$ cat src/rtl/lsu_pkg.sv
// Shared definitions for the load/store unit: size codes, FSM encoding and
// the launch-time helpers that build byte enables and lane-replicated store data.
package lsu_pkg;

   localparam logic [2:0] DS_WORD  = 3'b000;
   localparam logic [2:0] DS_BYTE  = 3'b001;
   localparam logic [2:0] DS_HALF  = 3'b010;
   localparam logic [2:0] DS_BYTEU = 3'b011;
   localparam logic [2:0] DS_HALFU = 3'b100;

   localparam int TIMEOUT_DEF = 16;
   localparam int CNT_W_DEF   = 5;

   typedef enum logic [1:0] {
      IDLE = 2'd0,
      ADDR = 2'd1,
      RESP = 2'd2,
      DONE = 2'd3
   } state_e;

   function automatic logic is_byte(input logic [2:0] ds);
      return (ds == DS_BYTE) || (ds == DS_BYTEU);
   endfunction

   function automatic logic is_half(input logic [2:0] ds);
      return (ds == DS_HALF) || (ds == DS_HALFU);
   endfunction

   // Codes 101-111 fall through to word handling in both helpers.
   function automatic logic [3:0] byte_en(input logic [2:0] ds, input logic [1:0] off);
      if (is_byte(ds)) return 4'b0001 << off;
      if (is_half(ds)) return 4'b0011 << {off[1], 1'b0};
      return 4'b1111;
   endfunction

   function automatic logic [31:0] lane_data(input logic [2:0] ds, input logic [31:0] wd);
      if (is_byte(ds)) return {4{wd[7:0]}};
      if (is_half(ds)) return {2{wd[15:0]}};
      return wd;
   endfunction

endpackage

$ cat src/rtl/load_store_unit_if.sv
// req/gnt/rvalid data bus between the load/store unit (master) and memory (slave).
interface load_store_unit_if;

   logic        bus_req;
   logic        bus_we;
   logic [31:0] bus_addr;
   logic [3:0]  bus_be;
   logic [31:0] bus_wdata;
   logic        bus_gnt;
   logic        bus_rvalid;
   logic [31:0] bus_rdata;
   logic        bus_err;

   modport master (
      output bus_req, bus_we, bus_addr, bus_be, bus_wdata,
      input  bus_gnt, bus_rvalid, bus_rdata, bus_err
   );

   modport slave (
      input  bus_req, bus_we, bus_addr, bus_be, bus_wdata,
      output bus_gnt, bus_rvalid, bus_rdata, bus_err
   );

endinterface

$ cat src/rtl/load_extend.sv
// Selects the addressed byte/half lane of a read word and sign- or zero-extends it.
module load_extend
   import lsu_pkg::*;
(
   input  logic [31:0] rdata,
   input  logic [1:0]  off,
   input  logic [2:0]  DataSrc,
   output logic [31:0] data
);

   logic [7:0]  byte_lane;
   logic [15:0] half_lane;

   assign byte_lane = rdata[{off, 3'b000} +: 8];
   assign half_lane = off[1] ? rdata[31:16] : rdata[15:0];

   always_comb begin
      // NOTE: default assignment first so every path drives data and no latch is inferred.
      data = rdata;
      case (DataSrc)
         DS_WORD:  data = rdata;
         DS_BYTE:  data = {{24{byte_lane[7]}}, byte_lane};
         DS_HALF:  data = {{16{half_lane[15]}}, half_lane};
         DS_BYTEU: data = {24'h0, byte_lane};
         DS_HALFU: data = {16'h0, half_lane};
         default:  data = rdata;
      endcase
   end

endmodule

$ cat src/rtl/load_store_unit.sv
// Memory-stage data-bus master: launches aligned loads/stores on the req/gnt/rvalid
// bus, extends load data, stalls the pipeline and flags misalignment, errors and timeouts.
module load_store_unit
   import lsu_pkg::*;
#(
   parameter int TIMEOUT = TIMEOUT_DEF,
   parameter int CNT_W   = CNT_W_DEF
) (
   input  logic              clk,
   input  logic              rst_n,
   input  logic              MemRead,
   input  logic              MemWrite,
   input  logic [2:0]        DataSrc,
   input  logic [31:0]       Addr,
   input  logic [31:0]       WriteData,
   load_store_unit_if.master bus,
   output logic [31:0]       ReadData,
   output logic              Stall,
   output logic              Done,
   output logic              MisalignExc,
   output logic              BusFault
);

   state_e           state_q;
   logic [CNT_W-1:0] cnt_q;
   logic [31:0]      addr_q;
   logic [31:0]      wdata_q;
   logic [31:0]      rdata_q;
   logic [3:0]       be_q;
   logic             we_q;
   logic             fault_q;
   logic [2:0]       ds_q;
   logic [1:0]       off_q;
   logic [31:0]      load_d;

   logic access;
   logic misaligned;
   logic idle_req;
   logic launch;
   logic resp_now;
   logic timed_out;

   assign access     = MemRead | MemWrite;
   assign misaligned = is_half(DataSrc) ? Addr[0]
                                        : (!is_byte(DataSrc) && (Addr[1:0] != 2'b00));
   // Gated by rst_n so the pipeline-facing flags read 0 while reset is held.
   assign idle_req   = rst_n && (state_q == IDLE) && access;
   assign launch     = idle_req && !misaligned;
   assign resp_now   = bus.bus_rvalid &&
                       ((state_q == RESP) || ((state_q == ADDR) && bus.bus_gnt));
   assign timed_out  = (cnt_q == CNT_W'(TIMEOUT - 1));

   load_extend u_load_extend (
      .rdata   (bus.bus_rdata),
      .off     (off_q),
      .DataSrc (ds_q),
      .data    (load_d)
   );

   always_ff @(posedge clk or negedge rst_n) begin
      if (!rst_n) begin
         state_q <= IDLE;
         cnt_q   <= '0;
         addr_q  <= '0;
         wdata_q <= '0;
         rdata_q <= '0;
         be_q    <= '0;
         we_q    <= 1'b0;
         fault_q <= 1'b0;
         ds_q    <= DS_WORD;
         off_q   <= '0;
      end else begin
         // NOTE: non-blocking assignments so every register samples pre-edge values.
         fault_q <= 1'b0;
         case (state_q)
            IDLE: begin
               if (launch) begin
                  state_q <= ADDR;
                  cnt_q   <= '0;
                  addr_q  <= {Addr[31:2], 2'b00};
                  be_q    <= byte_en(DataSrc, Addr[1:0]);
                  wdata_q <= lane_data(DataSrc, WriteData);
                  we_q    <= MemWrite;
                  ds_q    <= DataSrc;
                  off_q   <= Addr[1:0];
               end
            end
            ADDR, RESP: begin
               // A completing response wins over a timeout landing in the same cycle.
               if (resp_now) begin
                  state_q <= DONE;
                  if (bus.bus_err) fault_q <= 1'b1;
                  else if (!we_q)  rdata_q <= load_d;
               end else if (timed_out) begin
                  state_q <= IDLE;
                  fault_q <= 1'b1;
               end else begin
                  cnt_q <= cnt_q + 1'b1;
                  if ((state_q == ADDR) && bus.bus_gnt) state_q <= RESP;
               end
            end
            DONE: state_q <= IDLE;
         endcase
      end
   end

   assign bus.bus_req   = (state_q == ADDR);
   assign bus.bus_we    = we_q;
   assign bus.bus_addr  = addr_q;
   assign bus.bus_be    = be_q;
   assign bus.bus_wdata = wdata_q;

   assign ReadData    = rdata_q;
   assign Stall       = launch || (state_q == ADDR) || (state_q == RESP);
   assign Done        = (state_q == DONE);
   assign MisalignExc = idle_req && misaligned;
   assign BusFault    = fault_q;

endmodule

$ cat src/flat_wrapper.sv
// flat-port wrapper written by rule: the top's interface ports become plain ports
module load_store_unit_flat import lsu_pkg::*;
#(
   parameter int TIMEOUT = TIMEOUT_DEF,
   parameter int CNT_W   = CNT_W_DEF
)
  (clk, rst_n, MemRead, MemWrite, DataSrc, Addr, WriteData, ReadData, Stall, Done, MisalignExc, BusFault, bus_bus_req, bus_bus_we, bus_bus_addr, bus_bus_be, bus_bus_wdata, bus_bus_gnt, bus_bus_rvalid, bus_bus_rdata, bus_bus_err);
  load_store_unit_if bus_i ();
  input  logic clk;
  input  logic rst_n;
  input  logic MemRead;
  input  logic MemWrite;
  input  logic [2:0] DataSrc;
  input  logic [31:0] Addr;
  input  logic [31:0] WriteData;
  output logic [31:0] ReadData;
  output logic Stall;
  output logic Done;
  output logic MisalignExc;
  output logic BusFault;
  output wire logic [$bits(bus_i.bus_req)-1:0] bus_bus_req;
  output wire logic [$bits(bus_i.bus_we)-1:0] bus_bus_we;
  output wire logic [$bits(bus_i.bus_addr)-1:0] bus_bus_addr;
  output wire logic [$bits(bus_i.bus_be)-1:0] bus_bus_be;
  output wire logic [$bits(bus_i.bus_wdata)-1:0] bus_bus_wdata;
  input wire logic [$bits(bus_i.bus_gnt)-1:0] bus_bus_gnt;
  input wire logic [$bits(bus_i.bus_rvalid)-1:0] bus_bus_rvalid;
  input wire logic [$bits(bus_i.bus_rdata)-1:0] bus_bus_rdata;
  input wire logic [$bits(bus_i.bus_err)-1:0] bus_bus_err;
  assign bus_bus_req = bus_i.bus_req;
  assign bus_bus_we = bus_i.bus_we;
  assign bus_bus_addr = bus_i.bus_addr;
  assign bus_bus_be = bus_i.bus_be;
  assign bus_bus_wdata = bus_i.bus_wdata;
  assign bus_i.bus_gnt = bus_bus_gnt;
  assign bus_i.bus_rvalid = bus_bus_rvalid;
  assign bus_i.bus_rdata = bus_bus_rdata;
  assign bus_i.bus_err = bus_bus_err;
  load_store_unit #(.TIMEOUT(TIMEOUT), .CNT_W(CNT_W)) u_core (.clk(clk), .rst_n(rst_n), .MemRead(MemRead), .MemWrite(MemWrite), .DataSrc(DataSrc), .Addr(Addr), .WriteData(WriteData), .bus(bus_i), .ReadData(ReadData), .Stall(Stall), .Done(Done), .MisalignExc(MisalignExc), .BusFault(BusFault));
endmodule
$ cat config.mk
export PLATFORM = sky130hd
export DESIGN_NAME = load_store_unit_flat
export DESIGN_NICKNAME = d
export VERILOG_FILES = /design/src/rtl/lsu_pkg.sv /design/src/rtl/load_store_unit_if.sv /design/src/rtl/load_extend.sv /design/src/rtl/load_store_unit.sv /design/src/flat_wrapper.sv
export SDC_FILE = /design/constraint.sdc
export NUM_CORES = 1
export LEC_CHECK = 0
export ABC_AREA = 1
export CORE_ASPECT_RATIO = 1.25
export CORE_MARGIN = 3
export CORE_UTILIZATION = 36
export CTS_CLUSTER_DIAMETER = 80
export DETAILED_ROUTE_END_ITERATION = 16
export PLACE_DENSITY_LB_ADDON = 0.25
export SETUP_SLACK_MARGIN = 0.4
export SKIP_CTS_REPAIR_TIMING = 1
export SLEW_MARGIN = 15
export SYNTH_ARGS = -nofsm -noshare
export SYNTH_HDL_FRONTEND = slang
export SYNTH_SLANG_ARGS = --single-unit
$ cat constraint.sdc
create_clock -name clk -period 1.8 [get_ports clk]
set_input_delay 0.36 -clock clk [delete_from_list [all_inputs] [get_ports clk]]
set_output_delay 0.36 -clock clk [all_outputs]
set_load 0.05 [all_outputs]
==> results of run 1 <==
## power by group through the flow
stage | combinational, mW | clock, mW | sequential (mW)
after floorplan | 3.34 | 0 | 7.90
after global placement | 10.1 | 0 | 4.39
after detailed placement | 10.2 | 0 | 4.38
after CTS | 10.2 | 2.15 | 4.38
after global routing | 12.3 | 2.26 | 4.73
final | 11.5 | 2.08 | 4.60
## stage by stage
step,setup TNS [ns],total power [mW]
after floorplan,0,11.24
after global placement,-18.28,14.50
after detailed placement,-18.70,14.62
after CTS,-0.6588,16.77
after global routing,-4.862,19.27
final,-1.013,18.16
## worst max path at each step
stage                            startpoint             endpoint  slack (ns)  cells after the start
after CTS                 u_core.state_q[0]                Stall       -0.34                      7
final                     u_core.state_q[1]          MisalignExc       -0.23                      6
after global placement           DataSrc[2]          MisalignExc       -0.25                      7
after floorplan           u_core.state_q[1]  u_core.ReadData[19]        0.11                     10
after detailed placement         DataSrc[2]          MisalignExc       -0.26                      7
after global routing      u_core.state_q[1]          MisalignExc       -0.32                      6
## flip-flops by register name, indices dropped and copies added (netlist names)
register and cells:
u_core.bus.bus_addr 30, u_core.ds_q 3, u_core.bus.bus_be 4, u_core.ReadData 32
u_core.bus.bus_wdata 32, u_core.state_q 2, u_core.off_q 2, u_core.cnt_q 5
u_core.BusFault 1, u_core.bus.bus_we 1
## cells in the final DEF, fill, tap and decap left out, drive strengths merged
cell	instances
xor2	1
nor2	77
ha	7
buf	178
inv	97
o211ai	1
o21ai	26
clkbuf	25
dlymetal6s2s	1
dfrtp	112
clkinvlp	1
a21boi	1
nand3	38
nand2	476
clkinv	4
nand4	3
or2	2
a21oi	11
clkdlybuf4s50	103
conb	2
## metal layers
layer / vias to the layer above / share of wire (%)
li1: 3190 / -
met1: 2909 / 39
met2: 213 / 52
met3: 38 / 7.0
met4: 0 / 2.3
met5: - / 0
## cell type report
type / count / area [um^2]
multi-input combinational: 645 / 3252
timing repair buffer: 298 / 3084
tap: 216 / 270.3
clock buffer: 9 / 225.2
sequential: 112 / 2804
inverter: 95 / 364.1
fill: 1476 / 6245
clock inverter: 7 / 86.33
## cell families (layout without fill, tap and decap cells)
kind of cell    after synthesis  in the layout  synth area share (%)
compound gates               39             39                 3.508
xor+xnor                      1              1                0.1453
fa+ha+maj                     7              7                 1.453
buf+inv                     129            409                 9.402
flops                       112            112                 46.49
other cells                   1              2               0.06221
simple gates                596            596                 38.94
==> impl_metrics.env, run 1 <==
export IMPL_total_leakage_power_nw=5.416
export IMPL_proportion_of_synthesized_chip_area_in_sequential_cells_pct=46.49
export IMPL_r2r_end="u_core.cnt_q[1]"
export IMPL_grt_setup_unrepaired="yes"
export IMPL_antenna_cells=0
export IMPL_area_growth_synth_to_final_pct=67.31
export IMPL_stdcell_area_um2=10090
export IMPL_first_global_vias=5819
export IMPL_tritoncts="built"
export IMPL_ff2ff_path_depth=13
export IMPL_synth_largest_area_cell="sky130_fd_sc_hd__dfrtp_1"
export IMPL_startpoint_type="flop"
export IMPL_number_of_flops_mapped_to_enable_cells_by_yosys=0
export IMPL_clk_pin_slew_worst_paths_ns=0.07
export IMPL_cpPeakStageDelay_ns=0.43
export IMPL_least_margin_pin_slew_ns=0.6422
export IMPL_cp_cell_sequence="inv_2, ha_4, nand2_4, nor2_4, a21boi_4, buf_12"
export IMPL_slew_violations=0
export IMPL_dpl_cell_area_um2=8521
export IMPL_timing_hold_violations_final=0
export IMPL_finalCritPeriodShare_pct=112.8
export IMPL_grt_pass1_wl_mm=28.43
export IMPL_p_seq_share_pct=25.3
export IMPL_synth_async_reset_ratio_pct=100.0
export IMPL_run_status="finished with violations"
export IMPL_hold_ws_ns=0.1085
export IMPL_synthDistinctLibCells=27
export IMPL_post_detailed_placement_half_perimeter_wirelength_mm=13.17
export IMPL_worst_path_max_delay_cell="sky130_fd_sc_hd__dfrtp_1"
export IMPL_count_leader_synth="sky130_fd_sc_hd__nand2_1"
export IMPL_core_region_area_um2=16330
export IMPL_p_switching_mw=9.506
export IMPL_number_of_placed_instances_with_taps_included=1328
export IMPL_synth_top_cells_by_count="sky130_fd_sc_hd__nand2_1, sky130_fd_sc_hd__dfrtp_1, sky130_fd_sc_hd__inv_1"
export IMPL_grt_antenna_before_repair=0
export IMPL_ioPinCount=212
export IMPL_worst_case_clock_skew_ns=0.01593
export IMPL_pin_count_of_the_biggest_net_entering_global_routing=113
export IMPL_start_util_pct=36.91
export IMPL_routed_via_density=4.595
export IMPL_clkLatencyLatePin_ns=0.36
export IMPL_synth_ff_latch_count=112
export IMPL_die_height_um=150.7
export IMPL_proportion_of_layout_cells_with_a_drive_suffix_above_1_pct=30.96
export IMPL_routed_wire_length_per_instance_um=14.86
export IMPL_synthesis_area_per_instance_um2=6.812
export IMPL_report_final_setup_viol=10
export IMPL_fin_ws_ns=-0.2297
export IMPL_critPathRequiredTime_ns=1.44
export IMPL_violated_checks="setup timing"
export IMPL_timing_critical_path_fanout_max=4
export IMPL_internal_power_mw=8.656
export IMPL_tritoncts_num_buffers=9
export IMPL_synth_area_um2=6028
export IMPL_antenna_violating_nets_post_route=0
export IMPL_number_of_warnings_reported_in_the_yosys_synthesis_log=0
export IMPL_drt_first_iter_violations=300
export IMPL_fp_dieArea_um2=18340
export IMPL_final_nets=1274
export IMPL_power_switching_fraction_pct=52.34
export IMPL_dpl_worst_slack_ns=-0.2555
export IMPL_crit_reg2reg_launch="u_core.state_q[1]"
export IMPL_finalWeightedCongestion=0.8619
export IMPL_holdCritPathClass="in2async"
export IMPL_rel_slew_slack_pct=57.18
export IMPL_io_buf_count=209
export IMPL_number_of_drc_violations_after_detailed_routing=0
export IMPL_ctsLongestPathBuffers=2
export IMPL_globalRouteOverflowTotal=0
export IMPL_use_met2_pct=34.07
export IMPL_reg2reg_slack_ns=-0.10
export IMPL_irDropWorstVdd_mv=1.457
export IMPL_power_share_clock_pct=11.4
export IMPL_fin_util_pct=61.76
export IMPL_p_comb_share_pct=63.2
export IMPL_synth_top_cells_by_area="sky130_fd_sc_hd__dfrtp_1, sky130_fd_sc_hd__nand2_1, sky130_fd_sc_hd__inv_1, sky130_fd_sc_hd__nor2_1, sky130_fd_sc_hd__nand3_1"
export IMPL_fmax_mhz=492.7
export IMPL_instances_no_fill=1382
export IMPL_critical_path_start_end_classification="reg2out"
export IMPL_routed_wl_mm=20.53
export IMPL_met1_use_gr_pct=23.14
export IMPL_worstPathArrival_ns=1.67
export IMPL_worstPathBufferInverterCount=2
export IMPL_top_usage_layer="met2"
export IMPL_finalCriticalPeriod_ns=2.030
export IMPL_global_route_usage_met3_pct=6.050
export IMPL_first_pass_iters=4
export IMPL_synth_top_cell_area_share_pct=46.49
export IMPL_grt_usage_pct=19.50
export IMPL_dieWidth_um=121.7
export IMPL_critical_path_endpoint_type="primary output"
export IMPL_cts_num_sinks=112
export IMPL_timing_critical_path_max_delay_family="flip-flops"
export IMPL_cap_violations=0
export IMPL_netlist_instances=885
export IMPL_dr_total_vias=6350
export IMPL_clock_tree_root_cell="sky130_fd_sc_hd__clkbuf_16"
export IMPL_power_density_nw_per_um2=1801
export IMPL_htree_levels=3
export IMPL_flip_flop_cell_with_the_highest_count_after_synthesis="sky130_fd_sc_hd__dfrtp_1"
export IMPL_row_count=52
Power figures use the tool's default switching activity.
==> run 2: changes to the inputs <==
--- a/config.mk
+++ b/config.mk
@@ -12,7 +12,6 @@
 export CTS_CLUSTER_DIAMETER = 80
 export DETAILED_ROUTE_END_ITERATION = 16
 export PLACE_DENSITY_LB_ADDON = 0.25
-export SETUP_SLACK_MARGIN = 0.4
 export SKIP_CTS_REPAIR_TIMING = 1
 export SLEW_MARGIN = 15
 export SYNTH_ARGS = -nofsm -noshare
==> run 2 against run 1 <==
Effect of this change: the run still ends with setup timing left; flip-flop and latch count is the same; critical path depth is the same; cell area shrank 9.8%; total power shrank 7.4%; wire length shrank 10%; critical endpoint unchanged.
==> impl_metrics.env, run 2 (same netlist as run 1, synthesis figures left out) <==
export IMPL_run_status="finished with violations"
export IMPL_violated_checks="setup timing"
export IMPL_clkLatencyLatePin_ns=0.36
export IMPL_storage_element_area_um2=2803
export IMPL_grt_setup_unrepaired="yes"
export IMPL_stdcell_area_um2=9092
export IMPL_finalWeightedCongestion=0.8648
export IMPL_least_margin_pin_slew_ns=0.6255
export IMPL_hold_ws_ns=0.1104
export IMPL_cts_num_sinks=112
export IMPL_post_detailed_placement_half_perimeter_wirelength_mm=13.02
export IMPL_tritoncts_num_buffers=9
export IMPL_clock_tree_root_cell="sky130_fd_sc_hd__clkbuf_16"
export IMPL_total_leakage_power_nw=5.057
export IMPL_power_share_clock_pct=11.8
export IMPL_cp_cell_sequence="inv_2, ha_4, nand2_4, nor2_4, a21boi_4, buf_12"
export IMPL_p_switching_mw=8.794
export IMPL_final_nets=1250
export IMPL_grt_antenna_before_repair=2
export IMPL_startpoint_type="flop"
export IMPL_antenna_violating_nets_post_route=0
export IMPL_fin_util_pct=55.68
export IMPL_first_pass_iters=5
export IMPL_timing_hold_violations_final=0
export IMPL_internal_power_mw=8.031
export IMPL_area_growth_synth_to_final_pct=50.83
export IMPL_cpPeakStageDelay_ns=0.39
export IMPL_finalCriticalPeriod_ns=1.921
export IMPL_fin_ws_ns=-0.1214
export IMPL_critical_path_start_end_classification="reg2out"
export IMPL_number_of_placed_instances_with_taps_included=1326
export IMPL_antenna_cells=0
export IMPL_drt_first_iter_violations=416
export IMPL_first_global_vias=5748
export IMPL_fmax_mhz=520.5
export IMPL_multi_input_gate_area_in_the_final_layout_um2=2811
export IMPL_final_setup_tns_ns=-0.2643
export IMPL_fp_dieArea_um2=18340
export IMPL_critical_path_endpoint_type="primary output"
export IMPL_worstPathArrival_ns=1.56
export IMPL_routed_wl_mm=18.49
export IMPL_p_seq_share_pct=26.0
export IMPL_core_region_area_um2=16330
export IMPL_power_mw=16.83
export IMPL_ctsLongestPathBuffers=2
export IMPL_dr_total_vias=6147
export IMPL_timing_critical_path_max_delay_family="flip-flops"
export IMPL_instances_no_fill=1358
export IMPL_htree_levels=3
export IMPL_ioPinCount=212
export IMPL_clk_pin_slew_worst_paths_ns=0.07
export IMPL_number_of_drc_violations_after_detailed_routing=0
export IMPL_layout_filler_cells=1561
export IMPL_grt_usage_pct=19.26
export IMPL_routed_wire_length_per_instance_um=13.61
export IMPL_dpl_worst_slack_ns=-0.3358
export IMPL_timing_critical_path_fanout_max=3
export IMPL_die_height_um=150.7
export IMPL_start_util_pct=36.91
export IMPL_routed_via_density=4.527
export IMPL_critPathLaunch="u_core.state_q[1]"
export IMPL_crit_reg2reg_launch="u_core.state_q[1]"
export IMPL_io_buf_count=209
export IMPL_worst_case_clock_skew_ns=0.009086
export IMPL_worstPathBufferInverterCount=2
export IMPL_most_common_layout_cells="sky130_fd_sc_hd__nand2_1, sky130_fd_sc_hd__buf_4, sky130_fd_sc_hd__dfrtp_1"
export IMPL_p_comb_share_pct=62.2
export IMPL_worst_path_max_delay_cell="sky130_fd_sc_hd__dfrtp_1"
export IMPL_report_final_setup_viol=4
export IMPL_slew_violations=0
export IMPL_dpl_cell_area_um2=8471
export IMPL_power_density_nw_per_um2=1850
export IMPL_cap_violations=0
export IMPL_tritoncts="built"
export IMPL_proportion_of_layout_cells_with_a_drive_suffix_above_1_pct=20.75
export IMPL_power_switching_fraction_pct=52.27
export IMPL_layout_commonest_cell="sky130_fd_sc_hd__nand2_1"
export IMPL_dieWidth_um=121.7
export IMPL_row_count=52
export IMPL_irDropWorstVdd_mv=1.305
export IMPL_pin_count_of_the_biggest_net_entering_global_routing=113
export IMPL_holdCritPathClass="in2async"
export IMPL_critPathRequiredTime_ns=1.44
export IMPL_finalCritPeriodShare_pct=106.7
export IMPL_globalRouteOverflowTotal=0
export IMPL_rel_slew_slack_pct=58.30
export IMPL_grt_pass1_wl_mm=28.15
run 2: worst register-to-register path: cells and delay by family, from the launching register on:
family / cells / cell delay, ns
fa+ha+maj: 1 / 0.13
flops: 1 / 0.39
simple gates: 4 / 0.27
buf+inv: 5 / 0.71
compound gates: 2 / 0.29
run 2: layer usage:
metal	routed length [um]	GRT usage (%)
met1	7553	24.00
met2	9133	32.27
met3	1462	5.449
met4	325	6.166
met5	14	0
run 2: final cells by class:
class / instances / area share [%]
timing repair buffer: 274 / 28.17
clock inverter: 7 / 0.6880
multi-input combinational: 645 / 30.92
sequential: 112 / 30.82
tap: 216 / 2.972
clock buffer: 9 / 2.477
inverter: 95 / 3.949
run 2: path summary, 6_finish.rpt:
| kind | endpoint | slack [ns] | cells past startpoint |
|---|---|---|---|
| max in group asynchronous | u_core.ReadData[2] | 1.20 | 2 |
| worst max-delay path | MisalignExc | -0.12 | 6 |
| min in group clk | u_core.ds_q[1] | 0.43 | 4 |
| worst min-delay path | u_core.state_q[0] | 0.11 | 2 |
| worst min register to register | u_core.ReadData[6] | 0.48 | 2 |
| worst max register to register | u_core.ReadData[1] | -0.05 | 12 |
run 2: power by group through the flow:
stage / combinational (mW) / sequential, mW / clock, mW
after floorplan: 3.28 / 7.90 / 0
after global placement: 10.1 / 4.41 / 0
after detailed placement: 10.2 / 4.38 / 0
after CTS: 10.2 / 4.38 / 2.04
after global routing: 11.3 / 4.52 / 2.14
final: 10.5 / 4.38 / 1.98
